### config.mk
export PLATFORM = sky130hd
export DESIGN_NAME = pulse_receiver
export DESIGN_NICKNAME = d
export VERILOG_FILES = /design/src/rtl/pulse_pkg.sv /design/src/rtl/sipo_shift_reg.sv /design/src/rtl/pulse_receiver.sv
export SDC_FILE = /design/constraint.sdc
export NUM_CORES = 1
export LEC_CHECK = 0
export ABC_AREA = 1
export BUFFER_PORTS_ARGS = -buffer_cell sky130_fd_sc_hd__buf_4
export CORE_MARGIN = 8
export CORE_UTILIZATION = 50
export DETAILED_ROUTE_END_ITERATION = 10
export HOLD_SLACK_MARGIN = 0.03
export PLACE_DENSITY = 0.72
export REMOVE_ABC_BUFFERS = 1
export SLEW_MARGIN = 30
export SYNTH_ARGS = -nofsm -noshare
export SYNTH_HDL_FRONTEND = slang
export SYNTH_SLANG_ARGS = --single-unit
export TNS_END_PERCENT = 20
### constraint.sdc
create_clock -name Clk -period 2 [get_ports Clk]
set_input_delay 0.4 -clock Clk [delete_from_list [all_inputs] [get_ports Clk]]
set_output_delay 0.4 -clock Clk [all_outputs]
set_load 0.1 [all_outputs]
### src/rtl/pulse_pkg.sv
// -----------------------------------------------------------------------------
// pulse_pkg
// Shared definitions for the serial pulse receiver:
//   state_e             - receiver FSM states (IDLE, SHIFT, PARITY)
//   PULSE_WIDTH_DEFAULT - default number of data bits per frame
//   cnt_width()         - width of the bit counter for a given frame width
// The PARITY state only exists in builds that define PULSE_RECEIVER_PARITY_EN.
// -----------------------------------------------------------------------------
package pulse_pkg;

  localparam int PULSE_WIDTH_DEFAULT = 8;

  typedef enum logic [1:0] {
    IDLE   = 2'd0,
    SHIFT  = 2'd1,
    PARITY = 2'd2
  } state_e;

  // The counter must hold 0..WIDTH. WIDTH is only reached when a parity bit follows the data.
  function automatic int cnt_width(input int width);
    return $clog2(width + 1);
  endfunction

endpackage

### src/rtl/sipo_shift_reg.sv
// -----------------------------------------------------------------------------
// sipo_shift_reg
// Serial-in, parallel-out shift register with synchronous clear and enable.
// MSB_FIRST=1: bits enter at bit 0 and move towards the MSB, so the first bit
//              shifted in ends up in word[WIDTH-1] after WIDTH shifts.
// MSB_FIRST=0: bits enter at the MSB and move towards bit 0, so the first bit
//              ends up in word[0].
// Ports:
//   clk_i   - clock, rising edge
//   rst_ni  - asynchronous active-low reset, clears the register
//   clr_i   - synchronous clear (has priority over en_i)
//   en_i    - shift bit_i in on this edge
//   bit_i   - serial input bit
//   word_o  - register contents as they will be after this edge. This value
//             includes the bit being shifted in now, so the consumer can
//             capture a complete word on the same edge that takes its last bit.
// -----------------------------------------------------------------------------
module sipo_shift_reg
  import pulse_pkg::*;
#(
  parameter int WIDTH     = PULSE_WIDTH_DEFAULT,
  parameter bit MSB_FIRST = 1'b1
) (
  input  logic             clk_i,
  input  logic             rst_ni,
  input  logic             clr_i,
  input  logic             en_i,
  input  logic             bit_i,
  output logic [WIDTH-1:0] word_o
);

  logic [WIDTH-1:0] data_q, data_d;

  // NOTE: every signal driven here gets a default first, so no path leaves it unassigned and no latch is inferred.
  always_comb begin
    data_d = data_q;
    if (clr_i) begin
      data_d = '0;
    end else if (en_i) begin
      if (MSB_FIRST) begin
        data_d = {data_q[WIDTH-2:0], bit_i};
      end else begin
        data_d = {bit_i, data_q[WIDTH-1:1]};
      end
    end
  end

  assign word_o = data_d;

  // NOTE: state registers use non-blocking assignments, so every flop samples its pre-edge inputs.
  // NOTE: this is a single register, not a memory array, so it takes the asynchronous reset like any other flop.
  always_ff @(posedge clk_i or negedge rst_ni) begin
    if (!rst_ni) begin
      data_q <= '0;
    end else begin
      data_q <= data_d;
    end
  end

endmodule

### src/rtl/pulse_receiver.sv
// -----------------------------------------------------------------------------
// pulse_receiver
// Receives one serial frame per start strobe, one bit per clock, and presents
// the assembled parallel word with a valid/ack handshake.
//
// Timing: if start is sampled at edge N, data bits are sampled at edges
// N+1..N+WIDTH. The frame completes on the last of those edges, or at edge
// N+WIDTH+1 when a parity bit follows the data.
//
// Optional feature, macro PULSE_RECEIVER_PARITY_EN: an even-parity bit follows
// the data (PARITY state), and the parity_err output is added.
//
// Ports:
//   Clk        - clock, rising edge
//   Reset      - asynchronous active-low reset
//   start      - one-cycle frame-start strobe; while a frame is in progress it
//                aborts that frame and starts a new one
//   pulse      - serial data, one bit per cycle
//   ack        - consumer acknowledge of the presented word
//   value      - last accepted parallel word
//   valid      - value holds a word that has not been acknowledged
//   busy       - a frame is being shifted in
//   overrun    - sticky: a completed frame was dropped because valid was still high
//   parity_err - (parity builds only) parity check result of the last loaded word
// -----------------------------------------------------------------------------
module pulse_receiver
  import pulse_pkg::*;
#(
  parameter int WIDTH     = PULSE_WIDTH_DEFAULT,
  parameter bit MSB_FIRST = 1'b1
) (
  input  logic             Clk,
  input  logic             Reset,
  input  logic             start,
  input  logic             pulse,
  input  logic             ack,
  output logic [WIDTH-1:0] value,
  output logic             valid,
  output logic             busy,
  output logic             overrun
`ifdef PULSE_RECEIVER_PARITY_EN
  ,
  output logic             parity_err
`endif
);

  localparam int               CNT_W    = cnt_width(WIDTH);
  localparam logic [CNT_W-1:0] LAST_BIT = CNT_W'(WIDTH - 1);

  state_e           state_q, state_d;
  logic [CNT_W-1:0] cnt_q, cnt_d;
  logic [WIDTH-1:0] value_q, value_d;
  logic             valid_q, valid_d;
  logic             overrun_q, overrun_d;
`ifdef PULSE_RECEIVER_PARITY_EN
  logic             perr_q, perr_d;
`endif

  logic             sr_clr;
  logic             sr_en;
  logic             done;
  logic [WIDTH-1:0] word;

  sipo_shift_reg #(
    .WIDTH    (WIDTH),
    .MSB_FIRST(MSB_FIRST)
  ) u_sipo (
    .clk_i (Clk),
    .rst_ni(Reset),
    .clr_i (sr_clr),
    .en_i  (sr_en),
    .bit_i (pulse),
    .word_o(word)
  );

  // Frame sequencing. A start seen while a frame is in progress restarts the
  // frame from bit 0 and suppresses completion, even on the last-bit edge.
  always_comb begin
    state_d = state_q;
    cnt_d   = cnt_q;
    sr_clr  = 1'b0;
    sr_en   = 1'b0;
    done    = 1'b0;
    case (state_q)
      IDLE: begin
        if (start) begin
          state_d = SHIFT;
          cnt_d   = '0;
          sr_clr  = 1'b1;
        end
      end
      SHIFT: begin
        if (start) begin
          cnt_d  = '0;
          sr_clr = 1'b1;
        end else begin
          sr_en = 1'b1;
          if (cnt_q == LAST_BIT) begin
`ifdef PULSE_RECEIVER_PARITY_EN
            state_d = PARITY;
            cnt_d   = cnt_q + 1'b1;
`else
            state_d = IDLE;
            cnt_d   = '0;
            done    = 1'b1;
`endif
          end else begin
            cnt_d = cnt_q + 1'b1;
          end
        end
      end
`ifdef PULSE_RECEIVER_PARITY_EN
      PARITY: begin
        if (start) begin
          state_d = SHIFT;
          cnt_d   = '0;
          sr_clr  = 1'b1;
        end else begin
          // The shifter is idle here, so word already holds the complete data.
          state_d = IDLE;
          cnt_d   = '0;
          done    = 1'b1;
        end
      end
`endif
      default: begin
        state_d = IDLE;
        cnt_d   = '0;
      end
    endcase
  end

  // Handshake. On completion, the new word is loaded if the slot is free or
  // is being acknowledged on this same edge. Otherwise the word is dropped
  // and overrun is set. A plain acknowledge frees the slot and clears overrun.
  always_comb begin
    value_d   = value_q;
    valid_d   = valid_q;
    overrun_d = overrun_q;
`ifdef PULSE_RECEIVER_PARITY_EN
    perr_d    = perr_q;
`endif
    if (done) begin
      if (!valid_q || ack) begin
        value_d = word;
        valid_d = 1'b1;
`ifdef PULSE_RECEIVER_PARITY_EN
        perr_d  = ^word ^ pulse;
`endif
      end else begin
        overrun_d = 1'b1;
      end
    end else if (valid_q && ack) begin
      valid_d   = 1'b0;
      overrun_d = 1'b0;
    end
  end

  always_ff @(posedge Clk or negedge Reset) begin
    if (!Reset) begin
      state_q   <= IDLE;
      cnt_q     <= '0;
      value_q   <= '0;
      valid_q   <= 1'b0;
      overrun_q <= 1'b0;
`ifdef PULSE_RECEIVER_PARITY_EN
      perr_q    <= 1'b0;
`endif
    end else begin
      state_q   <= state_d;
      cnt_q     <= cnt_d;
      value_q   <= value_d;
      valid_q   <= valid_d;
      overrun_q <= overrun_d;
`ifdef PULSE_RECEIVER_PARITY_EN
      perr_q    <= perr_d;
`endif
    end
  end

  assign value   = value_q;
  assign valid   = valid_q;
  assign overrun = overrun_q;
  assign busy    = (state_q != IDLE);
`ifdef PULSE_RECEIVER_PARITY_EN
  assign parity_err = perr_q;
`endif

endmodule

# Yosys cells after proc, flatten, opt, wreduce, memory -nomap -nowiden

Index checks and enable logic that the tools add are counted.

Add/subtract/negate cells: 1
Eq/ne operators: 7
Multiplexer cells: 22
Reductions and logical operators: 11

Operators by type and width:

| cell                  | count |
|---|---|
| $mux W8               | 2 |
| $mux W1               | 12 |
| $mux W4               | 3 |
| $ne A2 B2 Y1 const B  | 4 |
| $pmux W4 S2           | 1 |
| $mux W2               | 3 |
| $reduce_and A2 Y1     | 3 |
| $add A4 B1 Y4 const B | 1 |
| $eq A4 B3 Y1 const B  | 1 |
| $pmux W2 S2           | 1 |
| $reduce_bool A2 Y1    | 2 |
| $reduce_and A3 Y1     | 1 |
| $eq A2 B1 Y1 const B  | 1 |
| $logic_not A2 Y1      | 1 |
| $ne A2 B1 Y1 const B  | 1 |
| $reduce_or A2 Y1      | 1 |
| $logic_and A1 B1 Y1   | 1 |
| $logic_not A1 Y1      | 1 |
| $logic_or A1 B1 Y1    | 1 |

Register bits after elaboration: 24
Bits of input ports: 5
Output and inout bits: 11
Logic and storage cells: 47

# Longest topological paths before layout

Gate-level depths: netlist (run 1).

Word-level depth: 6
Gate-level depth with buffers: 7
Gate-level depth less buffers: 7

# Cells and area by module

A second synthesis (run 1) with hierarchy kept.

Cells, all modules: 129
Area, all modules: 1071.0 um^2

Modules (own cells, without submodules):

| module         | instances | cells each | area each (um^2) | sequential area each (um^2) |
|---|---|---|---|---|
| pulse_receiver | 1         | 78         | 683.2            | 375.4 |
| sipo_shift_reg | 1         | 51         | 387.9            | 200.2 |

# Worst setup path before layout (run 1)

Ideal clock, no wire load.

Path type: reg-to-reg
From: reg state_q[0]
To: reg value_q[0], in the netlist value[0]
Library setup time: 0.120 ns
Arrival: 1.568 ns
Data required time: 1.880 ns
Path slack: 0.313 ns
Stages on the path, launching flop included: 7
Buffers on the path: 1
Period minus slack after synthesis: 1.687 ns
Cells stage by stage: dfrtp_1 > buf_6 > nand2_4 > inv_2 > nand3_4 > nand2_1 > nand2_1

Cells in the longest elaborated chain, start to end: 4
Elaborated cells on any way between the ends: 9
Classes of those cells: 1 x eq/ne; 5 x mux; 3 x reduce/logical

RTL lines:

| element                                                 | line                  | text |
|---|---|---|
| start: declaration                                      | pulse_receiver.sv:50  | `state_e state_q, state_d;` |
| start signal: assignment                                | pulse_receiver.sv:170 | `state_q <= state_d;` |
| $eq A2 B1 Y1 / $logic_not A2 Y1 (equally long branches) | pulse_receiver.sv:84  | `case (state_q)` |
| $mux W1 / $reduce_or A2 Y1 (equally long branches)      | n/a                   |  |
| $mux W8 / $mux W1 (equally long branches)               | n/a                   |  |
| $mux W8                                                 | sipo_shift_reg.sv:37  | `if (clr_i) begin` |
| end signal: assignment                                  | pulse_receiver.sv:172 | `value_q <= value_d;` |
| end: declaration                                        | pulse_receiver.sv:52  | `logic [WIDTH-1:0] value_q, value_d;` |

Several ways; a longest one is shown, not always the timed one.
A chain may end at the register's enable or synchronous reset.

# Final worst setup path (run 1)

From: reg state_q[0]
To: out busy

Cells in the longest elaborated chain, start to end: 1

RTL lines:

| element            | line                  | text |
|---|---|---|
| $reduce_bool A2 Y1 | pulse_receiver.sv:184 | `assign busy = (state_q != IDLE);` |
| end: declaration   | pulse_receiver.sv:39  | `output logic busy,` |

No other way between the ends.

==> impl_metrics.sql, run 1 <==
INSERT INTO impl_metrics (metric_group, metric, value, unit) VALUES
('status', 'outcome', 'complete, no violations', ''),
('critical_path', 'setup.worst_path.class', 'flop to output pin', ''),
('place', 'finalWeightedCongestion', '0.722', ''),
('sta', 'final_worst_setup_slack', '0.287', 'ns'),
('routing', 'ant_nets', '0', ''),
('routing', 'route.detailed.drc', '0', ''),
('final_layout', 'layout.cells.non_filler', '157', ''),
('clock_network', 'clkLatencyLatePin', '0.31', 'ns'),
('sta', 'slew_headroom', '69.1', '%'),
('sta', 'grt_setup_unrepaired', 'no', ''),
('clock_network', 'cts_num_sinks', '23', ''),
('yosys', 'synth.lib_cells_used.distinct', '18', ''),
('place', 'port_buffers', '15', ''),
('global_routing', 'grt_antenna_before_repair', '0', ''),
('min_path', 'min_path_cells', '3', ''),
('routing', 'vias_per_cell', '4.90', ''),
('yosys', 'yosys_register_bits', '23', ''),
('global_routing', 'via_count_of_the_first_global_routing_pass', '817', ''),
('sta', 'finalWorstPathRequiredPeriod', '1.71', 'ns'),
('sta', 'post-route-period-util', '85.6', '%'),
('final_layout', 'area_growth_syn_to_layout', '15.9', '%'),
('clock_network', 'cts_root_buf', 'clkbuf_4', ''),
('place', 'dpl.cell_count', '152', ''),
('clock_network', 'cts_tree', 'built', ''),
('global_routing', 'largest_net_degree_at_the_start_of_global_routing', '24', ''),
('routing', 'drt_pass1_iterations', '4', ''),
('clock_network', 'path_clk_slew', '0.12', 'ns'),
('critical_path', 'worst_r2r_startpoint', 'state_q[0]$_DFFE_PN0P_', ''),
('pwr', 'largest_voltage_drop_on_the_vdd_net', '0.422', 'mV'),
('critical_path', 'arrival', '1.31', 'ns'),
('routing', 'wl_per_cell', '12.1', 'µm'),
('critical_path', 'regToRegSetupSlack', '0.58', 'ns'),
('yosys', 'postSynthCellCount', '113', ''),
('yosys', 'synth.cell_area', '1010', 'µm²'),
('sta', 'setup_clock_skew_after_layout', '0.00268', 'ns'),
('floorplanning', 'design.portCount', '16', ''),
('global_routing', 'globalRouteOverflowTotal', '0', ''),
('critical_path', 'cp_max_fo', '12', ''),
('critical_path', 'path_delay_family', 'flip-flops', ''),
('critical_path', 'critical_path.n_buffers_inverters', '1', ''),
('sta', 'timing.setup.tns', '0', 'ns'),
('clock_network', 'cts-htree-levels', '1', ''),
('floorplanning', 'die_height', '60.9', 'µm'),
('yosys', 'seq_area_frac_synth', '57.1', '%'),
('min_path', 'hold_end', 'u_sipo.data_q[0]$_DFF_PN0_', ''),
('routing', 'drt_wl_total', '1890', 'µm'),
('final_layout', 'mostFrequentLayoutCells', 'nand2_1 (50), dfrtp_1 (23), nand3_1 (19), buf_4 (15), inv_1 (4)', ''),
('floorplanning', 'placeableCoreArea', '1920', 'µm²'),
('critical_path', 'cp_cell_sequence', 'buf_4', ''),
('place', 'place_worst_setup_slack', '0.601', 'ns'),
('critical_path', 'timing.rr.end', 'value[3]$_DFFE_PN0P_', ''),
('floorplanning', 'initial_core_utilization', '52.4', '%'),
('clock_network', 'cts_setup_buffers', '0', ''),
('final_layout', 'drive_above_1_share', '20.0', '%'),
('sta', 'final_max_slew_viol_count', '0', ''),
('clock_network', 'post_cts.resized_instances', '0', ''),
('job', 'cap_viol_max_count', '0', ''),
('final_layout', 'post-route-util', '60.7', '%'),
('min_path', 'worstHoldPathType', 'input port to flop', ''),
('floorplanning', 'die-width', '60.9', 'µm'),
('sta', 'timing.final.hold_violations', '0', ''),
('yosys', 'syn_area_per_cell', '8.91', 'µm²'),
('floorplanning', 'die_area', '3710', 'µm²'),
('final_layout', 'layout_commonest_cell', 'nand2_1', ''),
('critical_path', 'end_kind', 'output pin', ''),
('sta', 'report.final.setup_viol', '0', ''),
('critical_path', 'logic_depth_of_the_worst_register_to_register_path', '5', ''),
('routing', 'first_iter_violations', '14', ''),
('critical_path', 'critical-path-slowest-cell', 'dfrtp_1', ''),
('final_layout', 'nets', '137', ''),
('sta', 'worst_pin_slew', '0.462', 'ns');
final cells by class:
class	instances	area, µm²
Multi-Input combinational cell	81	385
Clock inverter	1	5.00
Timing Repair Buffer	16	123
Fill cell	190	754
Tap cell	27	33.8
Inverter	6	22.5
Clock buffer	3	22.5
Sequential cell	23	576
report_power, final:
group	switching, mW	total, mW	internal [mW]	leakage [nW]
Clock	0.141	0.216	0.0748	0.0177
Sequential	0.00991	0.485	0.475	0.311
Combinational	0.0448	0.0641	0.0192	0.328
Total	0.196	0.765	0.569	0.657
cell usage after synthesis, drive strengths merged:
cell	instances	area [µm²]
nand2	51	199
dfrtp	23	576
nand3	20	113
inv	6	22.5
nor2	5	36.3
buf	3	23.8
a21oi	1	5.00
a22o	1	8.76
ha	1	12.5
nand4	1	6.26
o21ai	1	5.00
what timing repair did:
| item | 4_1_cts | 5_1_grt |
|---|---|---|
| hold endpoints to repair | 23 | 0 |
| hold buffers | 1 | 0 |
| endpoints found under the setup margin | 0 | 0 |
sequential cells by signal, summed over array words and instances (netlist names):
| register | cells |
|---|---|
| valid | 1 |
| state_q | 1 |
| u_sipo.data_q | 8 |
| cnt_q | 4 |
| value | 8 |
| overrun | 1 |
per-stage QoR:
step	cell area, µm²	hold WS [ns]	power, mW
floorplan	983	0.104	0.531
global placement	1130	0.309	0.556
detailed placement	1130	0.307	0.558
CTS	1170	0.342	0.776
global route	1170	0.346	0.803
finish	1170	0.354	0.765
metal layers:
| layer | wire length, µm | GRT usage (%) |
|---|---|---|
| met5 | 0 | 0 |
| met4 | 14 | 5.98 |
| met1 | 917 | 16.5 |
| met2 | 882 | 19.2 |
| met3 | 77 | 3.81 |
worst max-delay path by stage:
stage,startpoint,endpoint,slack [ns],cells past startpoint
2_1_floorplan,valid$_DFFE_PN0P_,value[0]$_DFFE_PN0P_,0.25,4
3_3_place_gp,state_q[0]$_DFFE_PN0P_,busy,0.66,1
3_5_place_dp,state_q[0]$_DFFE_PN0P_,value[3]$_DFFE_PN0P_,0.60,5
4_1_cts,state_q[0]$_DFFE_PN0P_,busy,0.27,1
5_1_grt,state_q[0]$_DFFE_PN0P_,busy,0.20,1
6_report,state_q[0]$_DFFE_PN0P_,busy,0.29,1
cell families (layout without fill, tap and decap cells):
logic type               after synthesis  count (layout)  share of synthesized area, %
buffers and inverters                  9              26                          4.60
AO/OA/AOI/OAI                          3               3                          1.86
adder cells (fa/ha/maj)                1               1                          1.24
AND/OR/NAND/NOR                       77              77                          35.2
flip-flops                            23              23                          57.1
Note: power is estimated with default switching activity, not from simulation.
==> inputs of run 2 (changes only) <==
==> constraint.sdc (replaced) <==
create_clock -name Clk -period 2.15 [get_ports Clk]
set_input_delay 0.43 -clock Clk [delete_from_list [all_inputs] [get_ports Clk]]
set_output_delay 0.43 -clock Clk [all_outputs]
set_load 0.1 [all_outputs]
==> run 2 against run 1 <==
Compared with the run above: cell count did not move; final area did not move; power fell by 6.7%; largest cell class unchanged; sequential power fell by 6.8%; count of clock-buffer cells in the layout did not move; sequential share of layout area did not move; routed wire length rose by 5.3%; via count rose by 4.3%; sequential cell count did not move.
==> impl_metrics.sql, run 2 (synthesis results as in run 1) <==
INSERT INTO impl_metrics (metric_group, metric, value, unit) VALUES
('sta', 'final_max_slew_viol_count', '0', ''),
('floorplanning', 'design.portCount', '16', ''),
('sta', 'slew_headroom', '68.1', '%'),
('sta', 'timing.setup.tns', '0', 'ns'),
('clock_network', 'cts_setup_buffers', '0', ''),
('floorplanning', 'die-width', '60.9', 'µm'),
('routing', 'first_iter_violations', '18', ''),
('floorplanning', 'initial_core_utilization', '52.4', '%'),
('place', 'dpl_cell_area', '1130', 'µm²'),
('routing', 'route.detailed.drc', '0', ''),
('global_routing', 'grt_antenna_before_repair', '0', ''),
('global_routing', 'grt_use_total', '12.6', '%'),
('sta', 'timing.final.hold_violations', '0', ''),
('final_layout', 'post-route-cell-area', '1170', 'µm²'),
('critical_path', 'setup.worst_path.class', 'flop to output pin', ''),
('routing', 'route.vias.total', '803', ''),
('critical_path', 'cp_cell_sequence', 'buf_4', ''),
('place', 'hpwl', '1390', 'µm'),
('sta', 'setup_clock_skew_after_layout', '0.00252', 'ns'),
('floorplanning', 'placeableCoreArea', '1920', 'µm²'),
('place', 'port_buffers', '15', ''),
('final_layout', 'layout_commonest_cell', 'nand2_1', ''),
('place', 'dpl.cell_count', '152', ''),
('critical_path', 'arrival', '1.33', 'ns'),
('min_path', 'worstHoldPathType', 'input port to flop', ''),
('critical_path', 'critical_path.startpoint_type', 'flop', ''),
('sta', 'fin_worst_hold_slack', '0.373', 'ns'),
('routing', 'drt_wl_total', '1990', 'µm'),
('critical_path', 'cp_max_fo', '12', ''),
('final_layout', 'mostFrequentLayoutCells', 'nand2_1 (50), dfrtp_1 (23), nand3_1 (19), buf_4 (15), inv_1 (4)', ''),
('sta', 'report.final.setup_viol', '0', ''),
('global_routing', 'globalRouteOverflowTotal', '0', ''),
('critical_path', 'critical_path.n_buffers_inverters', '1', ''),
('floorplanning', 'die_height', '60.9', 'µm'),
('sta', 'finalWorstPathRequiredPeriod', '1.76', 'ns'),
('global_routing', 'largest_net_degree_at_the_start_of_global_routing', '24', ''),
('pwr', 'power', '0.714', 'mW'),
('final_layout', 'layout.cells.non_filler', '157', ''),
('clock_network', 'cts-htree-levels', '1', ''),
('final_layout', 'post-route-util', '60.7', '%'),
('pwr', 'largest_voltage_drop_on_the_vdd_net', '0.485', 'mV'),
('sta', 'grt_setup_unrepaired', 'no', ''),
('routing', 'ant_nets', '0', ''),
('clock_network', 'path_clk_slew', '0.13', 'ns'),
('clock_network', 'cts-root-to-sink-buffers', '2', ''),
('place', 'finalWeightedCongestion', '0.722', ''),
('status', 'outcome', 'complete, no violations', ''),
('routing', 'wl_per_cell', '12.7', 'µm'),
('floorplanning', 'die_area', '3710', 'µm²'),
('critical_path', 'end_kind', 'output pin', ''),
('job', 'cap_viol_max_count', '0', ''),
('critical_path', 'path_delay_family', 'flip-flops', ''),
('final_layout', 'area_growth_syn_to_layout', '15.9', '%'),
('floorplanning', 'placement_rows', '16', ''),
('final_layout', 'antenna_cells', '0', ''),
('global_routing', 'grt_pass1_wl', '3440', 'µm'),
('sta', 'worst_pin_slew', '0.478', 'ns'),
('clock_network', 'cts_num_sinks', '23', ''),
('critical_path', 'cpPeakStageDelay', '0.64', 'ns'),
('clock_network', 'cts_root_buf', 'clkbuf_4', ''),
('clock_network', 'cts_buffers', '3', ''),
('critical_path', 'worst-endpoint-required', '1.72', 'ns'),
('routing', 'drt_pass1_iterations', '4', ''),
('pwr', 'power.density_cell_area', '611', 'nW/µm²'),
('sta', 'fmax', '568', 'MHz'),
('clock_network', 'cts_tree', 'built', ''),
('final_layout', 'drive_above_1_share', '20.0', '%'),
('sta', 'final_worst_setup_slack', '0.390', 'ns'),
('pwr', 'p_leak', '0.657', 'nW'),
('clock_network', 'clkLatencyLatePin', '0.31', 'ns'),
('sta', 'post-route-period-util', '81.9', '%'),
('place', 'place_worst_setup_slack', '0.746', 'ns'),
('final_layout', 'nets', '137', ''),
('critical_path', 'critical-path-slowest-cell', 'dfrtp_1', ''),
('global_routing', 'via_count_of_the_first_global_routing_pass', '803', ''),
('routing', 'vias_per_cell', '5.11', '');
## run 2: cell counts in the layout (fill, tap and decap cells not counted)
No cell type changed its count.
## run 2: per-layer routing
metal	GRT usage, %	routed length [µm]	part of all wire (%)
met5	0	0	0
met4	5.98	40	2.0
met3	3.60	85	4.3
met1	13.6	896	45
met2	22.2	970	49
## run 2: power by group
part / total [mW] / switching, mW / internal [mW]
clock network: 0.202 / 0.133 / 0.0697
registers: 0.452 / 0.00935 / 0.442
logic: 0.0598 / 0.0420 / 0.0178
total: 0.714 / 0.184 / 0.530
## run 2: timing repair
action,in CTS,in global routing
gates resized for setup,0,0
hold buffers,1,0
setup endpoints to repair,0,0
endpoints found under the hold margin,23,0
## run 2: final timing paths
check	slack, ns	to	from	depth (start not counted)
worst min-delay path	0.37	u_sipo.data_q[0]$_DFF_PN0_	pulse	3
worst max-delay path	0.39	busy	state_q[0]$_DFFE_PN0P_	1
worst min register to register	0.49	u_sipo.data_q[7]$_DFF_PN0_	u_sipo.data_q[7]$_DFF_PN0_	2
worst max register to register	0.74	value[5]$_DFFE_PN0P_	state_q[0]$_DFFE_PN0P_	5
max in group asynchronous	1.40	u_sipo.data_q[5]$_DFF_PN0_	Reset	2
min in group asynchronous	0.52	cnt_q[0]$_DFFE_PN0P_	Reset	2
## run 2: final cells by class
| type | count | area, µm² |
|---|---|---|
| fill | 186 | 754 |
| tap | 27 | 33.8 |
| clock inverter | 1 | 5.00 |
| sequential | 23 | 576 |
| clock buffer | 3 | 22.5 |
| multi-input combinational | 81 | 385 |
| inverter | 6 | 22.5 |
| timing repair buffer | 16 | 123 |
